File: config.mk
export PLATFORM = sky130hd
export DESIGN_NAME = cache_block_buffer
export DESIGN_NICKNAME = d
export VERILOG_FILES = /design/src/rtl/cache_block_buffer.sv
export SDC_FILE = /design/constraint.sdc
export NUM_CORES = 1
export LEC_CHECK = 0
export CORE_MARGIN = 3
export CORE_UTILIZATION = 54
export DETAILED_ROUTE_END_ITERATION = 7
export PLACE_DENSITY_LB_ADDON = 0.1
export SYNTH_ARGS = -nofsm -noshare
export SYNTH_HDL_FRONTEND = slang
export SYNTH_SLANG_ARGS = --single-unit
File: constraint.sdc
create_clock -name clock_i -period 5.2 [get_ports clock_i]
set_input_delay 1.04 -clock clock_i [delete_from_list [all_inputs] [get_ports clock_i]]
set_output_delay 1.04 -clock clock_i [all_outputs]
set_load 0.05 [all_outputs]
File: src/rtl/cache_block_buffer.sv
// rtl/cache_block_buffer.sv - block-transfer buffer between a cache memory-side port and the next memory level
//
// Purpose:
//   Carries one whole-block request at a time. A writeback collects N words
//   from the cache and then streams them downstream. A fill fetches N words
//   from downstream and then offers them to the cache one word per pop.
//   Words move in ascending offset order in both directions.
//
// Optional feature (compile-time macro):
//   BLOCK_BUFFER_EARLY_READ_EN - fill words are offered to the cache as soon
//   as each one is stored, instead of after the whole block has arrived.
//
// Ports:
//   clock_i, resetn_i       clock, synchronous active-low reset
//   cache_req_i/rw_i/add_i  block request from cache (rw: 1 writeback, 0 fill)
//   cache_write_i/data_i    cache pushes a writeback word
//   cache_read_i            cache pops a fill word
//   ready_req_o             buffer idle and able to take a request
//   ready_write_o           buffer able to take a writeback word
//   ready_read_o            fill word available on cache_data_o
//   cache_data_o            current fill word (0 when not ready)
//   mem_req_o/rw_o/add_o    downstream request, held until mem_ack_i
//   mem_ack_i               downstream accepts the request
//   mem_wvalid_o/data_o     writeback word to downstream (data 0 when not valid)
//   mem_wready_i            downstream consumes the writeback word
//   mem_rvalid_i/data_i     fill word from downstream

module cache_block_buffer #(
    parameter int BW_WORD_ADDR = 24,
    parameter int BW_BLOCK     = 2
) (
    input  logic                    clock_i,
    input  logic                    resetn_i,
    input  logic                    cache_req_i,
    input  logic                    cache_rw_i,
    input  logic [BW_WORD_ADDR-1:0] cache_add_i,
    input  logic                    cache_write_i,
    input  logic [31:0]             cache_data_i,
    input  logic                    cache_read_i,
    output logic                    ready_req_o,
    output logic                    ready_write_o,
    output logic                    ready_read_o,
    output logic [31:0]             cache_data_o,
    output logic                    mem_req_o,
    output logic                    mem_rw_o,
    output logic [BW_WORD_ADDR-1:0] mem_add_o,
    input  logic                    mem_ack_i,
    output logic                    mem_wvalid_o,
    output logic [31:0]             mem_data_o,
    input  logic                    mem_wready_i,
    input  logic                    mem_rvalid_i,
    input  logic [31:0]             mem_data_i
);

    localparam int N = 1 << BW_BLOCK;
    // Counters are one bit wider than the word offset so they can hold N.
    localparam logic [BW_BLOCK:0]     CNT_N    = (BW_BLOCK + 1)'(N);
    localparam logic [BW_BLOCK:0]     CNT_LAST = (BW_BLOCK + 1)'(N - 1);
    localparam logic [BW_BLOCK:0]     CNT_ONE  = (BW_BLOCK + 1)'(1);
    localparam logic [BW_WORD_ADDR-1:0] ADDR_MASK = ~BW_WORD_ADDR'(N - 1);

    typedef enum logic [2:0] {
        S_IDLE,
        S_WFILL,
        S_WREQ,
        S_WSEND,
        S_RREQ,
        S_RFILL,
        S_RDRAIN
    } state_t;

    state_t                  state_q, state_d;
    logic [BW_WORD_ADDR-1:0] add_q, add_d;
    logic [BW_BLOCK:0]       wr_cnt_q, wr_cnt_d;
    logic [BW_BLOCK:0]       rd_idx_q, rd_idx_d;
    logic [31:0]             blk_q [N];
    logic [31:0]             blk_d [N];

    logic                    accept;
    logic                    cache_store;
    logic                    mem_store;
    logic                    pop_fire;
    logic                    send_fire;

    // Handshake strobes; each qualifies an input with an output that is
    // itself decoded from registered state, so no comb loop exists.
    assign accept      = (state_q == S_IDLE) && cache_req_i;
    assign cache_store = ready_write_o && cache_write_i;
    assign mem_store   = (state_q == S_RFILL) && mem_rvalid_i && (wr_cnt_q < CNT_N);
    assign pop_fire    = ready_read_o && cache_read_i;
    assign send_fire   = mem_wvalid_o && mem_wready_i;

    // State register and datapath registers.
    always_ff @(posedge clock_i) begin
        if (!resetn_i) begin
            state_q  <= S_IDLE;
            add_q    <= '0;
            wr_cnt_q <= '0;
            rd_idx_q <= '0;
        end else begin
            state_q  <= state_d;
            add_q    <= add_d;
            wr_cnt_q <= wr_cnt_d;
            rd_idx_q <= rd_idx_d;
        end
    end

    // Block storage is deliberately left out of reset.
    always_ff @(posedge clock_i) begin
        blk_q <= blk_d;
    end

    // Next-state logic.
    always_comb begin
        state_d = state_q;
        unique case (state_q)
            S_IDLE: begin
                if (cache_req_i) begin
                    state_d = cache_rw_i ? S_WFILL : S_RREQ;
                end
            end
            S_WFILL: begin
                if (cache_store && (wr_cnt_q == CNT_LAST)) begin
                    state_d = S_WREQ;
                end
            end
            S_WREQ: begin
                if (mem_ack_i) begin
                    state_d = S_WSEND;
                end
            end
            S_WSEND: begin
                if (send_fire && (rd_idx_q == CNT_LAST)) begin
                    state_d = S_IDLE;
                end
            end
            S_RREQ: begin
                if (mem_ack_i) begin
                    state_d = S_RFILL;
                end
            end
            S_RFILL: begin
`ifdef BLOCK_BUFFER_EARLY_READ_EN
                // Fill and drain overlap; done once the last word is popped.
                if (pop_fire && (rd_idx_q == CNT_LAST)) begin
                    state_d = S_IDLE;
                end
`else
                if (mem_store && (wr_cnt_q == CNT_LAST)) begin
                    state_d = S_RDRAIN;
                end
`endif
            end
            S_RDRAIN: begin
                if (pop_fire && (rd_idx_q == CNT_LAST)) begin
                    state_d = S_IDLE;
                end
            end
            default: begin
                state_d = S_IDLE;
            end
        endcase
    end

    // Datapath next values: address latch, counters and block storage.
    always_comb begin
        add_d    = add_q;
        wr_cnt_d = wr_cnt_q;
        rd_idx_d = rd_idx_q;
        blk_d    = blk_q;
        if (accept) begin
            add_d    = cache_add_i & ADDR_MASK;
            wr_cnt_d = '0;
            rd_idx_d = '0;
        end
        if (cache_store) begin
            blk_d[wr_cnt_q[BW_BLOCK-1:0]] = cache_data_i;
            wr_cnt_d = wr_cnt_q + CNT_ONE;
        end
        if (mem_store) begin
            blk_d[wr_cnt_q[BW_BLOCK-1:0]] = mem_data_i;
            wr_cnt_d = wr_cnt_q + CNT_ONE;
        end
        if (pop_fire || send_fire) begin
            rd_idx_d = rd_idx_q + CNT_ONE;
        end
    end

    // Output decode, purely from registered state and counters.
    always_comb begin
        ready_req_o   = 1'b0;
        ready_write_o = 1'b0;
        ready_read_o  = 1'b0;
        cache_data_o  = '0;
        mem_req_o     = 1'b0;
        mem_rw_o      = 1'b0;
        mem_add_o     = '0;
        mem_wvalid_o  = 1'b0;
        mem_data_o    = '0;
        unique case (state_q)
            S_IDLE: begin
                ready_req_o = 1'b1;
            end
            S_WFILL: begin
                ready_write_o = (wr_cnt_q < CNT_N);
            end
            S_WREQ: begin
                mem_req_o = 1'b1;
                mem_rw_o  = 1'b1;
                mem_add_o = add_q;
            end
            S_WSEND: begin
                mem_wvalid_o = 1'b1;
                mem_data_o   = blk_q[rd_idx_q[BW_BLOCK-1:0]];
            end
            S_RREQ: begin
                mem_req_o = 1'b1;
                mem_add_o = add_q;
            end
            S_RFILL: begin
`ifdef BLOCK_BUFFER_EARLY_READ_EN
                // A word is visible only once it has been registered.
                ready_read_o = (rd_idx_q < wr_cnt_q);
                if (ready_read_o) begin
                    cache_data_o = blk_q[rd_idx_q[BW_BLOCK-1:0]];
                end
`endif
            end
            S_RDRAIN: begin
                ready_read_o = (rd_idx_q < CNT_N);
                if (ready_read_o) begin
                    cache_data_o = blk_q[rd_idx_q[BW_BLOCK-1:0]];
                end
            end
            default: begin
            end
        endcase
    end

endmodule
# After elaboration in Yosys (flattened, before gate mapping)
# Cells that the tools add are included.
[totals]
reg_bits = 159
inputBits = 97
[op_classes]
add_sub_neg = 2
n_lt_le_gt_ge = 5
n_eq_ne = 15
mux = 32
n_bitwise = 2
reduce_logical = 17
[ops]
columns = ["op", "n"]
rows = [
  ["128-bit bitwise mux", 2],
  ["128-bit two-way mux", 2],
  ["32-bit two-way mux", 6],
  ["32-bit binary-select mux with 2-bit select", 1],
  ["32-bit demux with 2-bit select", 1],
  ["3-bit two-way mux", 12],
  ["24-bit two-way mux", 1],
  ["3-bit case mux with 7 select lines", 1],
  ["3-bit by 2-bit equality test with 1-bit output, second input constant", 4],
  ["2-bit != test, second input constant", 6],
  ["1-bit logical AND", 11],
  ["3-bit equality test, second input constant", 3],
  ["7-bit AND reduction", 1],
  ["3-bit by 1-bit adder with 3-bit output, second input constant", 2],
  ["3-bit >= comparator, second input constant", 2],
  ["3-bit < comparator, second input constant", 2],
  ["1-bit two-way mux", 6],
  ["2-bit inverter with 3-bit output", 2],
  ["3-bit by 1-bit equality test with 1-bit output, second input constant", 1],
  ["3-bit logical NOT", 1],
  ["3-bit by 1-bit < comparator with 1-bit output, second input constant", 1],
  ["3-bit nonzero test", 1],
  ["2-bit by 1-bit != test with 1-bit output, second input constant", 1],
  ["2-bit nonzero test", 1],
  ["other kinds (2)", 2],
]

# Longest topological paths before layout
# Gate-level depths: netlist of the first run.
[depth]
word_depth = 9
ltp_mapped = 7

# Least setup slack after synthesis of the first run
# No wires, ideal clock.
[synth_path]
path_type = "reg-to-output"
start = "register state_q[0]"
end = "output cache_data_o[0]"
t_arrival_ns = 2.084
setup_slack_ns = 2.076
path_stages_with_launch = 5
cell_sequence = "dfxtp_1 -> clkbuf_1 -> nor3_1 -> clkbuf_1 -> and2_1"
[synth_via]
elab_chain_cells = 2
[synth_lines]
columns = ["item", "line_no", "text"]
rows = [
  ["start: declaration", "72", "state_t state_q, state_d;"],
  ["start signal: assignment", "101", "state_q <= state_d;"],
  ["3-bit equality test", "200", "unique case (state_q)"],
  ["32-bit two-way mux", "200", ""],
  ["end: declaration", "43", "output logic [31:0] cache_data_o,"],
]
# Every way passes these cells.

# Worst setup path in the final report of the first run
[layout_path]
start = "register state_q[0]"
end = "output mem_data_o[0]"
[layout_via]
elab_chain_cells = 2
[layout_lines]
columns = ["item", "line_no", "text"]
rows = [
  ["3-bit by 2-bit equality test with 1-bit output", "200", ""],
  ["32-bit two-way mux", "200", ""],
  ["end: declaration", "49", "output logic [31:0] mem_data_o,"],
]
# Every way passes these cells.

==> impl_metrics.tcl, run 1 <==
set metrics [dict create \
    hold_viol 0 \
    worstMarginPinSlew_ns 1.01 \
    p_comb_share_pct 30.6 \
    maxSlewHeadroom_pct 32.5 \
    global_route.overflow_total 0 \
    dpl.hpwl_um 12600 \
    syn_area_sq_mm 0.00807 \
    n_antenna_cell 0 \
    clockPowerShare_pct 29.9 \
    initial_utilization_pct 55.3 \
    fin_skew_ns 0.00486 \
    postCtsSetupBuffers 0 \
    rsz0062_at_grt "no" \
    grt_max_degree 65 \
    die_area_sq_mm 0.0164 \
    p_total_mw 4.27 \
    io_pins 191 \
    synth_cells 870 \
    core_area_sq_mm 0.0146 \
    grt_pass1_vias 6128 \
    via_per_inst 5.41 \
    critical_path.max_fanout 19 \
    nNetsFinal 1123 \
    die_w_um 128 \
    postPlaceCellArea_sq_mm 0.00989 \
    gp_congestion 0.794 \
    cts_max_path_buffers 2 \
    cts_hold_buf 0 \
    ant_nets 0 \
    wl_um 19600 \
    critPathCaptureType "output pin" \
    die_h_um 128 \
    drv_cap 0 \
    postSynthAreaPerCell_sq_um 9.27 \
    switchingPower_mw 1.33 \
    num_vias 6569 \
    arrival_ns 3.12 \
    power_leakage_nw 4.89 \
    period_minus_slack_ns 4.16 \
    clk_pin_slew_ns 0.06 \
    setup_viol 0 \
    synth.distinct_cells 37 \
    synth_top_cell_by_area "dfxtp_1" \
    dr.pass1.iters 6 \
    cts_resized 0 \
    p_int_mw 2.94 \
    root_buffer "clkbuf_16" \
    clock_latency_ns 0.42 \
    port_buffers 186 \
    grt_use_total_pct 23.9 \
    p_seq_share_pct 39.5 \
    h-tree-depth 4 \
    synth_top_area_share_pct 39.5 \
    crit_type "flop to output pin" \
    cts_sinks 159 \
    start_kind "flop" \
    drive_above_1_share_pct 8.06 \
    drc 0 \
    report.final.slew_viol_count 0 \
    drt_iter0_markers 386 \
    fmax_mhz 240 \
    required_ns 4.16 \
    seq_area_frac_synth_pct 39.5 \
    post-place-ws_ns 1.48 \
    powerDensity_mw_per_mm2 406 \
    antenna_found_initial 0 \
    p_sw_share_pct 31.1 \
    fin_area_sq_mm 0.0105 \
    avgRoutedWirePerCell_um 16.2 \
    worst_slack_ns 1.04 \
    rows 44 \
    grt_pass1_wl_um 31400 \
    tns_ns 0 \
    hold_path_class "flop to flop" \
    vdd_drop_max_uv 218 \
    outcome "complete, no violations" \
    synth.area.top_cells "dfxtp_1, mux2i_1, mux4_2" \
    cts_tree "done" \
    syn_to_final_growth_pct 30.2 \
    ys_warn_count 0 \
    period_share_pct 80.1 \
    yosys_register_bits 159 \
    numCtsBuffers 17 \
]
flip-flops by register name, summed over array words and instances (netlist names):
register	count
add_q	22
blk_q	128
rd_idx_q	3
state_q	3
wr_cnt_q	3
layer usage:
metal	global-route usage (%)	routed length (um)
met5	0	0
met4	7.74	317
met3	4.88	1100
met2	39.5	9650
met1	31.4	8580
layout make-up:
type                            instances  area [sq um]
Multi-Input combinational cell        639          4520
Fill cell                            1170          4090
Sequential cell                       159          3190
Timing Repair Buffer                  196          1940
Clock buffer                           25           505
Tap cell                              184           230
Clock inverter                          5           103
Inverter                                6          22.5
cell families (layout without fill, tap and decap cells):
family                   Yosys count  count (layout)  share of synthesized area, %
buffers and inverters             73             232                          4.76
XOR/XNOR                           1               1                         0.109
other                              1               2                        0.0465
AND/OR/NAND/NOR                  300             300                          18.0
AO/OA/AOI/OAI                    169             169                          11.7
adder cells (fa/ha/maj)            7               7                          1.09
flip-flops                       159             159                          39.5
multiplexers                     160             160                          24.8
worst paths after layout:
kind                                  start       endpoint  slack [ns]  cells past startpoint
worst max-delay path             state_q[0]  mem_data_o[0]        1.04                      4
worst min-delay path               add_q[8]       add_q[8]        0.46                      2
worst max register to register  rd_idx_q[1]     state_q[2]        2.59                      6
worst min register to register     add_q[8]       add_q[8]        0.46                      2
synth_stat cells:
cell type / n
nor3_1: 7
a31oi_1: 1
o22ai_1: 2
nand2b_1: 1
or3_1: 2
o21a_1: 5
inv_1: 6
dfxtp_1: 159
nand2b_4: 1
nor4b_4: 1
xnor2_1: 1
buf_4: 2
o31ai_1: 1
o21ai_0: 1
nor3_2: 1
nand2_1: 52
o211ai_1: 1
mux4_2: 32
a21oi_1: 129
mux2i_1: 128
a22oi_1: 1
o311a_1: 1
conb_1: 1
nor2_1: 134
o41ai_1: 1
nand4b_1: 1
buf_2: 4
and3_1: 4
ha_1: 7
nor4_1: 1
a21boi_0: 24
nand3_1: 3
and2_1: 88
buf_6: 13
clkbuf_1: 48
nand2_4: 4
a311oi_1: 2
metrics by stage:
step                      hold slack, ns  std cells  util, %
after floorplan                    0.439        871        -
after global placement             0.451       1184     67.8
after detailed placement           0.458       1184     67.8
after CTS                          0.465       1214     72.0
after global routing               0.487       1214     72.0
final                              0.461       1214     72.0
worst max-delay path, cell delays in order, from the launching register on:
cell	delay (ns)
dfxtp_1	0.65
and3_1	0.69
buf_4	0.36
and2_1	0.15
clkdlybuf4s50_1	0.82
power by group through the flow:
| stage | registers (mW) | logic [mW] | clock network, mW |
|---|---|---|---|
| floorplan | 1.64 | 0.994 | 0 |
| finish | 1.68 | 1.30 | 1.28 |
| global route | 1.72 | 1.43 | 1.35 |
| detailed placement | 1.71 | 1.30 | 0 |
| CTS | 1.69 | 1.31 | 1.30 |
| global placement | 1.70 | 1.28 | 0 |
layout by cell type, fill, tap and decap left out, drive strengths merged, types with 3 or more instances in the layout:
cell / instances
a21boi: 24
a21oi: 129
and2: 88
and3: 4
buf: 10
bufinv: 3
clkbuf: 25
clkdlybuf4s50: 186
dfxtp: 159
ha: 7
inv: 6
mux2i: 128
mux4: 32
nand2: 56
nand3: 3
nor2: 134
nor3: 8
o21a: 5
No activity file was read; power rests on OpenSTA's default activity.
==> run 2, diff against run 1 <==
--- a/config.mk
+++ b/config.mk
@@ -6,7 +6,7 @@
 export NUM_CORES = 1
 export LEC_CHECK = 0
 export CORE_MARGIN = 3
-export CORE_UTILIZATION = 54
+export CORE_UTILIZATION = 50
 export DETAILED_ROUTE_END_ITERATION = 7
 export PLACE_DENSITY_LB_ADDON = 0.1
 export SYNTH_ARGS = -nofsm -noshare
==> constraint.sdc (replaced) <==
create_clock -name clock_i -period 4.3 [get_ports clock_i]
set_input_delay 0.86 -clock clock_i [delete_from_list [all_inputs] [get_ports clock_i]]
set_output_delay 0.86 -clock clock_i [all_outputs]
set_load 0.05 [all_outputs]
==> run 2 against run 1 <==
  * Via count is 0.29% lower
  * Core utilization decreased by 3.8 points
  * Worst hold slack worse by 0.00063 ns
  * Critical path depth rose by 1
  * Critical endpoint is now cache_data_o[5]
  * Largest power group unchanged
  * Highest routed layer is now met5
==> impl_metrics.tcl, run 2 (synthesis gave the netlist of run 1 again) <==
set metrics [dict create \
    outcome "complete, no violations" \
    dr.pass1.iters 5 \
    rows 45 \
    period_share_pct 84.7 \
    whs_ns 0.461 \
    worstMarginPinSlew_ns 1.03 \
    r2r-end "blk_q[95]" \
    setup_viol 0 \
    drc 0 \
    grt_use_total_pct 22.4 \
    fin_area_sq_mm 0.0106 \
    critPathCaptureType "output pin" \
    met3_usage_pct 5.17 \
    mostFrequentLayoutCells "clkdlybuf4s50_1, dfxtp_1, nor2_1" \
    via_per_inst 5.26 \
    grt-busiest-layer "met2" \
    avgRoutedWirePerCell_um 16.0 \
    cts_hold_buf 0 \
    ant_nets 0 \
    die_h_um 133 \
    hold_viol 0 \
    port_buffers 186 \
    period_minus_slack_ns 3.64 \
    rr_startpoint "state_q[0]" \
    gp_congestion 0.814 \
    p_total_mw 5.16 \
    wl_um 20000 \
    core_area_sq_mm 0.0155 \
    numCtsBuffers 17 \
    fin_skew_ns 0.00637 \
    hold_path_class "flop to flop" \
    nNetsFinal 1125 \
    vdd_drop_max_uv 309 \
    largest-register "blk_q" \
    grt_pass1_vias 6310 \
    drv_cap 0 \
    arrival_ns 2.78 \
    report.final.slew_viol_count 0 \
    cts_max_path_buffers 2 \
    hold_path_end "add_q[14]" \
    hold_depth 2 \
    critical_path.max_fanout 34 \
    n_antenna_cell 0 \
    cts_tree "done" \
    root_buffer "clkbuf_16" \
    worst_slack_ns 0.659 \
    reg2reg_slack_ns 1.65 \
    die_area_sq_mm 0.0177 \
    grtUsageMet2_pct 37.0 \
    initial_utilization_pct 52.1 \
    clk_pin_slew_ns 0.06 \
    global_route.overflow_total 0 \
    crit_type "flop to output pin" \
    cts_resized 0 \
    dpl.hpwl_um 12800 \
    grt_pass1_wl_um 31900 \
    powerDensity_mw_per_mm2 488 \
    maxSlewHeadroom_pct 30.9 \
    reg.largest.list "blk_q x128, add_q x22" \
    required_ns 3.44 \
    post-place-ws_ns 1.07 \
    layout_commonest_cell "clkdlybuf4s50_1" \
    tns_ns 0 \
    postCtsSetupBuffers 0 \
    io_pins 191 \
    die_w_um 133 \
    postPlaceCellArea_sq_mm 0.00994 \
    drive_above_1_share_pct 8.70 \
    hold_start "add_q[14]" \
    grt_max_degree 65 \
    cts_sinks 159 \
    drt_iter0_markers 365 \
    h-tree-depth 4 \
    num_vias 6550 \
    start_kind "flop" \
    grtUsageMet1_pct 29.4 \
    syn_to_final_growth_pct 30.9 \
    clock_latency_ns 0.42 \
    rsz0062_at_grt "no" \
    fmax_mhz 275 \
    antenna_found_initial 1 \
    power_leakage_nw 4.90 \
    reg2regPathDepth 6 \
    largest_reg_flops 128 \
]
-- run 2: cell count changes in the layout (fill, tap and decap cells not counted), sizes merged --
cell      before  now
buf           10   12
clkinvlp       1    5
clkinv         1    5
clkbuf        25   19
-- run 2: metrics by stage --
step | std cells | utilization [%]
2_1_floorplan | 871 | -
3_3_place_gp | 1213 | 64.2
3_5_place_dp | 1213 | 64.2
4_1_cts | 1245 | 68.2
5_1_grt | 1245 | 68.2
6_report | 1245 | 68.2
-- run 2: worst max path at each step --
stage / startpoint / to / slack (ns) / cells past startpoint
5_1_grt: state_q[2] / cache_data_o[5] / 0.49 / 5
4_1_cts: state_q[2] / cache_data_o[5] / 0.64 / 5
3_3_place_gp: mem_rvalid_i / blk_q[92] / 1.10 / 7
3_5_place_dp: mem_rvalid_i / blk_q[85] / 1.07 / 7
2_1_floorplan: state_q[0] / cache_data_o[0] / 1.36 / 4
6_report: state_q[2] / cache_data_o[5] / 0.66 / 5
-- run 2: power breakdown --
group	internal, mW	switching [mW]
logic	0.738	0.832
clock network	0.943	0.611
registers	1.84	0.196
total	3.52	1.64
-- run 2: worst max-delay path: stages, from the launching register on --
cell and delay, ns:
dfxtp_1 0.64, nand2_1 0.20, nor3_2 0.13, buf_4 0.35
and2_1 0.18, clkdlybuf4s50_1 0.85
-- run 2: layout make-up --
type	count	area (sq um)
Fill cell	1347	4930
Inverter	6	22.5
Sequential cell	159	3190
Timing Repair Buffer	198	1950
Clock buffer	19	453
Tap cell	211	264
Multi-Input combinational cell	639	4520
Clock inverter	13	164
-- run 2: metal layers --
metal  routed length, um  part of all wire (%)  vias up
li1                    -                     -     3317
met1                8920                    45     3020
met2                9560                    48      190
met3                1190                   6.0       21
met4                 299                   1.5        2
met5                   9                 0.045        -
==> run 3, diff against run 2 <==
--- a/config.mk
+++ b/config.mk
@@ -6,7 +6,7 @@
 export NUM_CORES = 1
 export LEC_CHECK = 0
 export CORE_MARGIN = 3
-export CORE_UTILIZATION = 50
+export CORE_UTILIZATION = 46
 export DETAILED_ROUTE_END_ITERATION = 7
 export PLACE_DENSITY_LB_ADDON = 0.1
 export SYNTH_ARGS = -nofsm -noshare
==> constraint.sdc (replaced) <==
create_clock -name clock_i -period 3.2 [get_ports clock_i]
set_input_delay 0.64 -clock clock_i [delete_from_list [all_inputs] [get_ports clock_i]]
set_output_delay 0.64 -clock clock_i [all_outputs]
set_load 0.05 [all_outputs]
==> run 3 against run 2 <==
  * Clock skew is 0.00094 ns lower
  * Wire length rose by 2.4%
  * Register-to-register slack lost 0.91 ns
  * Sequential share of layout area is 0.87 points lower
  * Non-clock buffer count is 5 higher
  * Critical path depth unchanged
  * Clock-buffer cell count unchanged
  * Setup slack got worse by 0.44 ns
  * Combinational power is 39% higher
  * First-iteration DRC count down 16%
  * Clock power rose by 33%
  * Worst hold slack worse by 0.0030 ns
  * Largest power group unchanged
==> impl_metrics.tcl, run 3 (synthesis gave the netlist of run 1 again) <==
set metrics [dict create \
    slowest_delay_ns 0.58 \
    h-tree-depth 4 \
    nFillCells 1446 \
    grt_use_total_pct 21.2 \
    fin_skew_ns 0.00543 \
    clk_pin_slew_ns 0.06 \
    period_minus_slack_ns 2.98 \
    power_leakage_nw 5.42 \
    cts_max_path_buffers 2 \
    core_area_sq_mm 0.0169 \
    num_vias 6574 \
    die_h_um 138 \
    crit_type "flop to output pin" \
    cts_tree "done" \
    port_buffers 186 \
    start_kind "flop" \
    largest-register "blk_q" \
    reg2reg_slack_ns 0.74 \
    rows 47 \
    grt_pass1_vias 6314 \
    via_per_inst 5.22 \
    hold_viol 0 \
    rsz0062_at_grt "no" \
    required_ns 2.56 \
    fin_util_pct 64.4 \
    antenna_found_initial 0 \
    outcome "complete, no violations" \
    gp_congestion 0.811 \
    global_route.overflow_total 0 \
    path_delay_family "buffers and inverters" \
    vdd_drop_max_uv 407 \
    cts_sinks 159 \
    drive_above_1_share_pct 16.3 \
    critical_path.max_fanout 17 \
    drt_iter0_markers 307 \
    reg.largest.list "blk_q x128, add_q x22" \
    cp_cell_sequence "buf_12, buf_4, mux4_2, and2_1, buf_4" \
    ant_nets 0 \
    syn_to_final_growth_pct 34.8 \
    numCtsBuffers 17 \
    tns_ns 0 \
    die_w_um 138 \
    avgRoutedWirePerCell_um 16.2 \
    worst_path_most_repeated_cell "buf_4" \
    critPathCaptureType "output pin" \
    worstMarginPinSlew_ns 0.712 \
    layout_commonest_cell "dfxtp_1" \
    period_share_pct 93.2 \
    dp_cells 1227 \
    cts_hold_buf 0 \
    io_pins 191 \
    hold_path_class "flop to flop" \
    grt_pass1_wl_um 33100 \
    mostFrequentLayoutCells "dfxtp_1, nor2_1, a21oi_1" \
    fin_cells 1259 \
    arrival_ns 2.34 \
    dr.pass1.iters 5 \
    wl_um 20500 \
    nNetsFinal 1130 \
    drc 0 \
    setup_viol 0 \
    cpMaxStageDelayCell "mux4_2" \
    maxSlewHeadroom_pct 52.5 \
    drv_cap 0 \
    n_antenna_cell 0 \
    die_area_sq_mm 0.0192 \
    powerDensity_mw_per_mm2 640 \
    dpl.hpwl_um 13000 \
    clock_latency_ns 0.41 \
    initial_utilization_pct 47.8 \
    largest_reg_flops 128 \
    crit_buf_inv 3 \
    root_buffer "clkbuf_16" \
    grt_max_degree 65 \
    report.final.slew_viol_count 0 \
    fmax_mhz 335 \
]
run 3: cell count changes in the layout (fill, tap and decap cells not counted):
cell	delta
buf_4	+46
clkbuf_8	-1
clkdlybuf4s50_1	-89
buf_12	+34
clkbuf_1	+1
clkinv_4	+1
clkinvlp_4	-1
dlymetal6s2s_1	+14
run 3: per-layer routing:
layer	routed length (um)	track usage [%]
met5	0	0
met4	249	5.62
met3	1000	4.07
met2	9690	34.6
met1	9520	28.9
run 3: layout make-up:
| class | instances | area (sq um) | share of cell area, % |
|---|---|---|---|
| multi-input cells | 639 | 4520 | 41.6 |
| flip-flops and latches | 159 | 3190 | 29.3 |
| repair buffers | 203 | 2260 | 20.8 |
| clock buffers | 19 | 443 | 4.07 |
| well taps | 220 | 275 | 2.53 |
| clock inverters | 13 | 165 | 1.52 |
| inverters | 6 | 22.5 | 0.207 |
run 3: what timing repair did:
item,in CTS,in global routing
endpoints found under the setup margin,0,14
resized for setup,0,14
buffers inserted,0,0
run 3: through the flow:
| step | setup WS [ns] | cell area [sq um] | hold WS, ns | total power [mW] |
|---|---|---|---|---|
| after CTS | 0.0236 | 10800 | 0.461 | 7.01 |
| after floorplan | 0.476 | 8070 | 0.439 | 4.28 |
| after global routing | 0.0732 | 10900 | 0.474 | 7.34 |
| after detailed placement | 0.480 | 10200 | 0.453 | 4.95 |
| after global placement | 0.479 | 10200 | 0.445 | 4.90 |
| final | 0.216 | 10900 | 0.458 | 6.95 |
run 3: worst reg2reg max path, stage by stage (launching register included):
cell,delay [ns]
dfxtp_1,0.67
nand2b_4,0.14
nor4b_4,0.45
buf_4,0.24
nand2_4,0.39
mux2i_1,0.34
a21oi_1,0.09
run 3: report_power, final:
group	total (mW)	leakage (nW)	switching (mW)	internal, mW
Combinational	2.18	3.84	1.14	1.03
Clock	2.06	0.285	0.815	1.25
Sequential	2.71	1.30	0.247	2.47
Total	6.95	5.42	2.20	4.75
run 3: final timing paths:
| kind | depth (start not counted) | to | startpoint |
|---|---|---|---|
| worst max-delay path | 5 | cache_data_o[10] | rd_idx_q[0] |
| worst min-delay path | 2 | add_q[11] | add_q[11] |
| worst max register to register | 6 | blk_q[11] | state_q[0] |
| worst min register to register | 2 | add_q[11] | add_q[11] |
